<file path="src/rtl/drv8874_ctrl.sv">
// -----------------------------------------------------------------------------
// drv8874_ctrl
//
// Sequencer for one DRV8874 H-bridge in IN/IN mode. It takes direction, duty
// and decay commands over a valid/ready handshake. It generates an edge-aligned
// PWM whose period is 2^PWM_BITS-1 cycles. New settings take effect only at
// period boundaries, and every direction reversal is separated by a coast
// interval. The driver is woken and put to sleep under 'en'.
//
// Ports
//   clk        : single clock, all logic on the rising edge
//   rst        : synchronous, active-high reset
//   en         : 1 = run, 0 = put the driver to sleep
//   cmd_valid  : a command is present
//   cmd_ready  : a command can be accepted (pending slot empty)
//   cmd_dir    : 0 = forward (IN1 driven), 1 = reverse (IN2 driven)
//   cmd_duty   : on-cycles per period; 0 = off, all-ones = 100 %
//   cmd_slow   : off-phase decay; 1 = brake (1,1), 0 = coast (0,0)
//   in1, in2   : registered driver inputs
//   nsleep     : registered driver nSLEEP
//   state      : 0 SLEEP, 1 WAKE, 2 RUN, 3 DEAD
// -----------------------------------------------------------------------------
module drv8874_ctrl #(
   parameter int PWM_BITS    = 8,
   parameter int DEAD_CYCLES = 4,
   parameter int WAKE_CYCLES = 16
) (
   input  logic                clk,
   input  logic                rst,
   input  logic                en,
   input  logic                cmd_valid,
   output logic                cmd_ready,
   input  logic                cmd_dir,
   input  logic [PWM_BITS-1:0] cmd_duty,
   input  logic                cmd_slow,
   output logic                in1,
   output logic                in2,
   output logic                nsleep,
   output logic [1:0]          state
);

   typedef enum logic [1:0] {
      SLEEP = 2'd0,
      WAKE  = 2'd1,
      RUN   = 2'd2,
      DEAD  = 2'd3
   } state_t;

   localparam int TMAX = (WAKE_CYCLES > DEAD_CYCLES) ? WAKE_CYCLES : DEAD_CYCLES;
   localparam int TW   = $clog2(TMAX + 1);

   // Last count value of a period; the counter wraps to 0 after it.
   localparam logic [PWM_BITS-1:0] CNT_MAX = PWM_BITS'((2 ** PWM_BITS) - 2);

   state_t              st;
   logic                act_dir;
   logic                act_slow;
   logic [PWM_BITS-1:0] act_duty;
   logic                pend_dir;
   logic                pend_slow;
   logic [PWM_BITS-1:0] pend_duty;
   logic                pend_flag;
   logic [PWM_BITS-1:0] cnt;
   logic [TW-1:0]       timer;

   logic xfer;
   logic boundary;
   logic timer_last;

   assign state      = st;
   assign cmd_ready  = !pend_flag;
   assign xfer       = cmd_valid && cmd_ready;
   assign boundary   = (cnt == CNT_MAX);
   // The timer is loaded with the interval length and the state is left on
   // its final cycle, so WAKE and DEAD each last exactly their cycle count.
   assign timer_last = (timer <= TW'(1));

   // NOTE: every register here is state, so all assignments are non-blocking;
   // where two assignments to the same register could meet in one cycle, the
   // later one in this block wins, which the priority order below relies on.
   always_ff @(posedge clk) begin
      if (rst) begin
         // NOTE: the synchronous reset clears every register explicitly; there
         // is no storage array here that would be left uninitialised.
         st        <= SLEEP;
         act_dir   <= 1'b0;
         act_slow  <= 1'b0;
         act_duty  <= '0;
         pend_dir  <= 1'b0;
         pend_slow <= 1'b0;
         pend_duty <= '0;
         pend_flag <= 1'b0;
         cnt       <= '0;
         timer     <= '0;
         in1       <= 1'b0;
         in2       <= 1'b0;
         nsleep    <= 1'b0;
      end else begin
         // Pins are a registered function of the present state and count.
         if (st == RUN) begin
            if (cnt < act_duty) begin
               {in1, in2} <= act_dir ? 2'b01 : 2'b10;
            end else begin
               {in1, in2} <= act_slow ? 2'b11 : 2'b00;
            end
         end else begin
            {in1, in2} <= 2'b00;
         end
         nsleep <= (st != SLEEP);

         if (!en) begin
            // Sleep wins over reversal, boundary and transfer. Whatever the
            // latest command is becomes the active setting for the next wake.
            st        <= SLEEP;
            timer     <= '0;
            cnt       <= '0;
            pend_flag <= 1'b0;
            if (xfer) begin
               act_dir  <= cmd_dir;
               act_duty <= cmd_duty;
               act_slow <= cmd_slow;
            end else if (pend_flag) begin
               act_dir  <= pend_dir;
               act_duty <= pend_duty;
               act_slow <= pend_slow;
            end
         end else begin
            // Outside RUN/DEAD no PWM is running, so commands apply directly.
            if (xfer && (st == SLEEP || st == WAKE)) begin
               act_dir  <= cmd_dir;
               act_duty <= cmd_duty;
               act_slow <= cmd_slow;
            end
            if (xfer && (st == RUN || st == DEAD)) begin
               pend_dir  <= cmd_dir;
               pend_duty <= cmd_duty;
               pend_slow <= cmd_slow;
               pend_flag <= 1'b1;
            end

            case (st)
               SLEEP: begin
                  st    <= WAKE;
                  timer <= TW'(WAKE_CYCLES);
               end
               WAKE: begin
                  if (timer_last) begin
                     st    <= RUN;
                     cnt   <= '0;
                     timer <= '0;
                  end else begin
                     timer <= timer - 1'b1;
                  end
               end
               RUN: begin
                  if (boundary) begin
                     cnt <= '0;
                     // pend_flag is the value before this edge, so a command
                     // accepted on the boundary itself waits a full period.
                     if (pend_flag) begin
                        if (pend_dir == act_dir) begin
                           act_duty  <= pend_duty;
                           act_slow  <= pend_slow;
                           pend_flag <= 1'b0;
                        end else begin
                           st    <= DEAD;
                           timer <= TW'(DEAD_CYCLES);
                        end
                     end
                  end else begin
                     cnt <= cnt + 1'b1;
                  end
               end
               DEAD: begin
                  if (timer_last) begin
                     st        <= RUN;
                     cnt       <= '0;
                     timer     <= '0;
                     act_dir   <= pend_dir;
                     act_duty  <= pend_duty;
                     act_slow  <= pend_slow;
                     pend_flag <= 1'b0;
                  end else begin
                     timer <= timer - 1'b1;
                  end
               end
               default: st <= SLEEP;
            endcase
         end
      end
   end

endmodule

</file>
<file path="config.mk">
export PLATFORM = sky130hd
export DESIGN_NAME = drv8874_ctrl
export DESIGN_NICKNAME = d
export VERILOG_FILES = /design/src/rtl/drv8874_ctrl.sv
export SDC_FILE = /design/constraint.sdc
export NUM_CORES = 1
export LEC_CHECK = 0
export CORE_UTILIZATION = 40
export CTS_CLUSTER_DIAMETER = 60
export DETAILED_ROUTE_END_ITERATION = 10
export MAX_ROUTING_LAYER = met4
export PLACE_DENSITY_LB_ADDON = 0.2
export REMOVE_ABC_BUFFERS = 1
export SYNTH_ARGS = -nofsm -noshare
export SYNTH_HDL_FRONTEND = slang
export SYNTH_SLANG_ARGS = --single-unit
</file>
<file path="constraint.sdc">
create_clock -name clk -period 5.1 [get_ports clk]
set_input_delay 1.02 -clock clk [delete_from_list [all_inputs] [get_ports clk]]
set_output_delay 1.02 -clock clk [all_outputs]
set_load 0.02 [all_outputs]
</file>
==> results of run 1 <==
## power groups by stage
stage | Clock, mW | Sequential, mW | Combinational (mW)
finish | 0.208 | 0.323 | 0.0875
global route | 0.224 | 0.324 | 0.0989
CTS | 0.212 | 0.323 | 0.0877
detailed placement | 0 | 0.330 | 0.0872
global placement | 0 | 0.330 | 0.0861
floorplan | 0 | 0.329 | 0.0535
## routing by layer
| layer | part of all wire [%] | vias up |
|---|---|---|
| li1 | - | 1023 |
| met1 | 52 | 906 |
| met2 | 42 | 33 |
| met3 | 4.1 | 6 |
| met4 | 1.3 | 0 |
| met5 | 0 | - |
## Yosys cell counts (3+ instances only)
library cell	number	area, um^2
a21oi_1	26	130
a31oi_1	5	31.3
clkbuf_1	8	30.0
dfxtp_1	39	781
ha_1	11	138
inv_1	13	48.8
mux2i_1	13	130
nand2_1	40	150
nand2b_1	3	18.8
nand4_1	3	18.8
nor2_1	26	97.6
nor3_1	5	25.0
o21ai_0	17	85.1
o21ai_1	6	30.0
o22ai_1	9	56.3
o2bb2ai_1	9	78.8
or3_1	3	18.8
## cell families (layout without fill, tap and decap cells)
kind of cell	Yosys count	after routing	synth area share, %
AOI/OAI and AO/OA	86	86	24.5
xor gates and xnor gates	2	2	0.799
adders and majority gates	11	11	6.28
buffers and inverters	25	41	5.31
DFF	39	39	35.6
muxes	15	15	6.96
and+or+nand+nor	95	95	20.5
## sequential cells by signal (all words and copies together), names as in the netlist, 2 cells and up
register / count
act_duty: 8
cnt: 8
pend_duty: 8
timer: 5
state: 2
## how the worst min path moves through the flow
stage	start	end	slack (ns)
2_1_floorplan	pend_duty[0]$_SDFFE_PP0P_	pend_duty[0]$_SDFFE_PP0P_	0.44
3_3_place_gp	pend_duty[7]$_SDFFE_PP0P_	pend_duty[7]$_SDFFE_PP0P_	0.46
3_5_place_dp	pend_slow$_SDFFE_PP0P_	pend_slow$_SDFFE_PP0P_	0.47
4_1_cts	pend_slow$_SDFFE_PP0P_	pend_slow$_SDFFE_PP0P_	0.48
5_1_grt	pend_duty[0]$_SDFFE_PP0P_	pend_duty[0]$_SDFFE_PP0P_	0.51
6_report	pend_duty[0]$_SDFFE_PP0P_	pend_duty[0]$_SDFFE_PP0P_	0.48
## worst min-delay path, cell delays in order, from the launching register on
cell and delay (ns):
dfxtp_1 0.33, nand2_1 0.06, a21oi_1 0.05
## stage by stage
| stage | setup slack (ns) | std cells | utilization (%) |
|---|---|---|---|
| after floorplan | 2.92 | 261 | - |
| after global placement | 1.84 | 351 | 46.3 |
| after detailed placement | 1.81 | 351 | 46.3 |
| after CTS | 2.06 | 359 | 47.9 |
| after global routing | 1.91 | 359 | 47.9 |
| final | 2.02 | 359 | 47.9 |
## area by class of cell
type                    instances  area, um^2  share of cell area [%]
clock inverters                 1        5.00                   0.201
inverters                      13        48.8                    1.96
clock buffers                   7        76.3                    3.06
well taps                      70        87.6                    3.52
repair buffers                 20         198                    7.94
multi-input cells             209        1290                    52.0
flip-flops and latches         39         781                    31.3
==> out/metrics.yaml, run 1 <==
pwr:
  peakVddDrop_mv: 0.128
  clkPwrFrac_pct: 33.6
  share_comb_of_total_power_pct: 14.1
  power_density_mw_per_mm2: 248
  switchingPower_mw: 0.168
  total_power_mw: 0.619
  seqPwrFrac_pct: 52.2
  p_leak_nw: 0.930
  switching_share_pct: 27.2
  p_int_mw: 0.451
sta:
  hold_violations: 0
  fmax_mhz: 325
  post-route-period-util_pct: 60.3
  slew_violations: 0
  worstMarginPinSlew_ns: 0.853
  whs_ns: 0.480
  relSlewSlack_pct: 43.1
  setup-tns-final_ns: 0
  rsz0062_at_grt: "no"
  setup_violations: 0
  skew_ns: 0.0101
  fin_crit_ns: 3.08
synth:
  seq_area_frac_synth_pct: 35.6
  synth_ff_type: "dfxtp_1"
  yosysWarnings: 0
  synth_area_mm2: 0.00219
  synthArstFlopShare_pct: 0
  syn-instance-count: 273
  synth_seq_cells: 39
  yosysUniqueCellTypes: 45
  synth_edf_count: 0
  syn_avg_cell_area_um2: 8.03
worst_setup_path:
  crit_path_cell_trace: "inv_1 > clkdlybuf4s50_1"
  worstRegToRegCells: 7
  r2r-start: "timer[1]$_SDFFE_PP0P_"
  crit_fanout: 14
  worstReg2RegEnd: "act_duty[1]$_SDFFE_PP0P_"
  critPathArrivalTime_ns: 2.06
  crit_cells: 2
  endpoint_kind: "output pin"
  rrSetupSlack_ns: 2.85
  slowest_stage: "dfxtp_1"
  crit_family: "buffers and inverters"
  critPathMaxStageDelay_ns: 0.71
  crit_type: "reg -> out"
  critPathBufInv: 2
  startpoint: "pend_flag$_SDFF_PP0_"
  required_ns: 4.08
  start_kind: "register"
  crit_end: "cmd_ready"
clock_network:
  cts_buffer_depth: 2
  htree_levels: 2
  clk_pin_slew_ns: 0.08
  clk_latency_ns: 0.30
  cts_buffers: 5
  cts_sinks: 39
  cts_root_buf: "clkbuf_8"
  hold_buffers: 0
  cts_setup_buffers: 0
  cts_tree: "yes"
  postCtsResizedCells: 0
route:
  routed_wl_mm: 5.18
  vias_per_cell: 5.48
  drc: 0
  ant_nets: 0
  dr.pass1.iters: 5
  first_iter_violations: 133
  routedWlPerCell_um: 14.4
  vias: 1968
cells_and_area:
  fin_area_mm2: 0.00249
  layout_common_cells: "nand2_1, dfxtp_1, nor2_1, a21oi_1, clkdlybuf4s50_1"
  drive_gt1_share_pct: 4.50
  nNetsFinal: 313
  nFillCells: 536
  final_common_cell: "nand2_1"
  areaGrowthSynthToFinish_pct: 13.6
  n_antenna_cell: 0
grt:
  grt_pass1_wl_mm: 8.87
  antenna_found_initial: 0
  grt_max_degree: 18
  use_met2_pct: 28.6
  use_met1_pct: 27.2
  met3_usage_pct: 3.71
  grt_usage_pct: 19.6
  top_usage_layer: "met2"
  first_global_vias: 1819
  grt-ovfl-total: 0
placement:
  place_area_mm2: 0.00241
  place.gp.congestion: 0.769
  portBuffers: 19
  dp_hpwl_mm: 3.57
die:
  start_util_pct: 42.1
  die_w_um: 76.0
  row_count: 26
  ios: 20
  die_y_um: 76.0
  die_area_mm2: 0.00578
  core_mm2: 0.00520
hold_path:
  worstHoldPathCells: 2
  hold_class: "reg -> reg"
run:
  cap_violations: 0
run_status:
  outcome: "finished clean"
Power figures use the tool's default switching activity.
==> run 2: changes to the inputs <==
- clock period: 5.1 -> 3 ns (I/O delays scaled with it)
==> run 2 against run 1 <==
  * Critical path depth unchanged
  * Clock skew about the same
  * Worst setup slack got worse by 1.3 ns
  * Global-route usage increased by 0.71 points
  * Utilization increased by 1.8 points
  * Die area unchanged
  * Largest power group unchanged
==> out/metrics.yaml, run 2 (synthesis results as in run 1) <==
run_status:
  outcome: "finished clean"  # unchanged
route:
  dr.pass1.iters: 5  # unchanged
  ant_nets: 0  # unchanged
  drc: 0  # unchanged
  routed_wl_mm: 5.27  # was 5.18 mm
  vias_per_cell: 5.40  # was 5.48
  vias: 1964  # was 1968
  routedWlPerCell_um: 14.5  # was 14.4 um
  first_iter_violations: 154  # was 133
sta:
  whs_ns: 0.477  # was 0.480 ns
  hold_violations: 0  # unchanged
  post-route-period-util_pct: 75.3
  slew_violations: 0  # unchanged
  setup-tns-final_ns: 0  # unchanged
  worstMarginPinSlew_ns: 0.638  # was 0.853 ns
  fin_ws_ns: 0.740  # was 2.02 ns
  fmax_mhz: 443
  relSlewSlack_pct: 57.3  # was 43.1%
  setup_violations: 0  # unchanged
  fin_crit_ns: 2.26
  rsz0062_at_grt: "no"  # unchanged
  skew_ns: 0.0101  # about the same
die:
  core_mm2: 0.00520  # unchanged
  row_count: 26  # unchanged
  ios: 20  # unchanged
  die_w_um: 76.0  # unchanged
  die_area_mm2: 0.00578  # unchanged
  start_util_pct: 42.1  # unchanged
  die_y_um: 76.0  # unchanged
pwr:
  peakVddDrop_mv: 0.396  # was 0.128 mV
  total_power_mw: 1.23  # was 0.619 mW
  p_leak_nw: 0.975  # was 0.930 nW
  power_density_mw_per_mm2: 477  # was 248 mW/mm^2
cells_and_area:
  final_core_util_pct: 49.6  # was 47.9%
  nNetsFinal: 318  # was 313
  n_antenna_cell: 0  # unchanged
  final_common_cell: "nand2_1"  # unchanged
  areaGrowthSynthToFinish_pct: 17.9  # was 13.6%
  nFillCells: 538  # was 536
  fin_cells: 364  # was 359
  reg_top3: "act_duty x8, cnt x8, pend_duty x8"  # unchanged
  fin_area_mm2: 0.00258  # was 0.00249 mm^2
  drive_gt1_share_pct: 6.80  # was 4.50%
  layout_common_cells: "nand2_1, dfxtp_1, nor2_1, a21oi_1, clkdlybuf4s50_1"  # unchanged
worst_setup_path:
  critPathArrivalTime_ns: 1.66  # was 2.06 ns
  critPathBufInv: 2  # unchanged
  critPathMaxStageDelay_ns: 0.68  # was 0.71 ns
  required_ns: 2.40  # was 4.08 ns
  crit_family: "flip-flops"  # was buffers and inverters
  crit_fanout: 14  # unchanged
  slowest_stage: "dfxtp_1"  # unchanged
  worstRegToRegCells: 8  # was 7
  start_kind: "register"  # unchanged
  crit_cells: 2  # unchanged
  rrSetupSlack_ns: 1.07  # was 2.85 ns
  crit_path_cell_trace: "inv_1 > clkdlybuf4s50_1"  # unchanged
  crit_type: "reg -> out"  # unchanged
  endpoint_kind: "output pin"  # unchanged
clock_network:
  cts_tree: "yes"  # unchanged
  cts_sinks: 39  # unchanged
  clk_pin_slew_ns: 0.08  # about the same
  clk_latency_ns: 0.29  # was 0.30 ns
  cts_buffers: 5  # unchanged
  cts_root_buf: "clkbuf_8"  # unchanged
  cts_setup_buffers: 0  # unchanged
  hold_buffers: 0  # unchanged
  htree_levels: 2  # unchanged
  cts_buffer_depth: 2  # unchanged
  postCtsResizedCells: 0  # unchanged
hold_path:
  hold_class: "reg -> reg"  # unchanged
  worstHoldPathCells: 2  # unchanged
grt:
  grt_max_degree: 16  # was 18
  grt_pass1_wl_mm: 9.08  # was 8.87 mm
  antenna_found_initial: 0  # unchanged
  grt-ovfl-total: 0  # unchanged
  grt_usage_pct: 20.3  # was 19.6%
  first_global_vias: 1854  # was 1819
placement:
  place.gp.congestion: 0.796  # was 0.769
  dp_cells: 356  # was 351
  dp_hpwl_mm: 3.69  # was 3.57 mm
  place_area_mm2: 0.00245  # was 0.00241 mm^2
  portBuffers: 19  # unchanged
  pre_cts_ws_ns: 0.639  # was 1.81 ns
run:
  cap_violations: 0  # unchanged
## run 2: changes by cell type in the layout (fill, tap and decap cells not counted)
cell / before / now
buf_4: 1 / 6
bufinv_16: 0 / 2
clkbuf_1: 2 / 0
clkinv_2: 1 / 0
clkinvlp_4: 0 / 1
## run 2: metal layers
| layer | global-route usage, % | vias to the layer above | wire, um |
|---|---|---|---|
| li1 | - | 1022 | - |
| met3 | 4.07 | 5 | 111 |
| met2 | 31.0 | 22 | 2390 |
| met5 | - | - | 0 |
| met4 | 6.35 | 0 | 64 |
| met1 | 27.1 | 915 | 2710 |
## run 2: layout make-up
type | instances | area, um^2 | share of cell area [%]
multi-input cells | 209 | 1290 | 50.1
clock inverters | 3 | 67.6 | 2.62
inverters | 13 | 48.8 | 1.89
flip-flops and latches | 39 | 781 | 30.2
clock buffers | 5 | 68.8 | 2.66
repair buffers | 25 | 235 | 9.10
well taps | 70 | 87.6 | 3.39
## run 2: power by group
| group | switching [mW] | internal (mW) |
|---|---|---|
| clock | 0.197 | 0.332 |
| combinational | 0.0828 | 0.0712 |
| sequential | 0.0144 | 0.535 |
## run 2: final timing paths
path / from / to
max: pend_flag$_SDFF_PP0_ / cmd_ready
min: pend_duty[3]$_SDFFE_PP0P_ / pend_duty[3]$_SDFFE_PP0P_
max reg2reg: timer[1]$_SDFFE_PP0P_ / act_duty[2]$_SDFFE_PP0P_
min reg2reg: pend_duty[3]$_SDFFE_PP0P_ / pend_duty[3]$_SDFFE_PP0P_
## run 2: worst register-to-register path, delay by kind of cell (launching register included)
family,cells,cell delay [ns]
compound gates,3,0.43
flops,1,0.38
buf+inv,2,0.33
simple gates,1,0.25
mux,1,0.21
fa+ha+maj,1,0.19
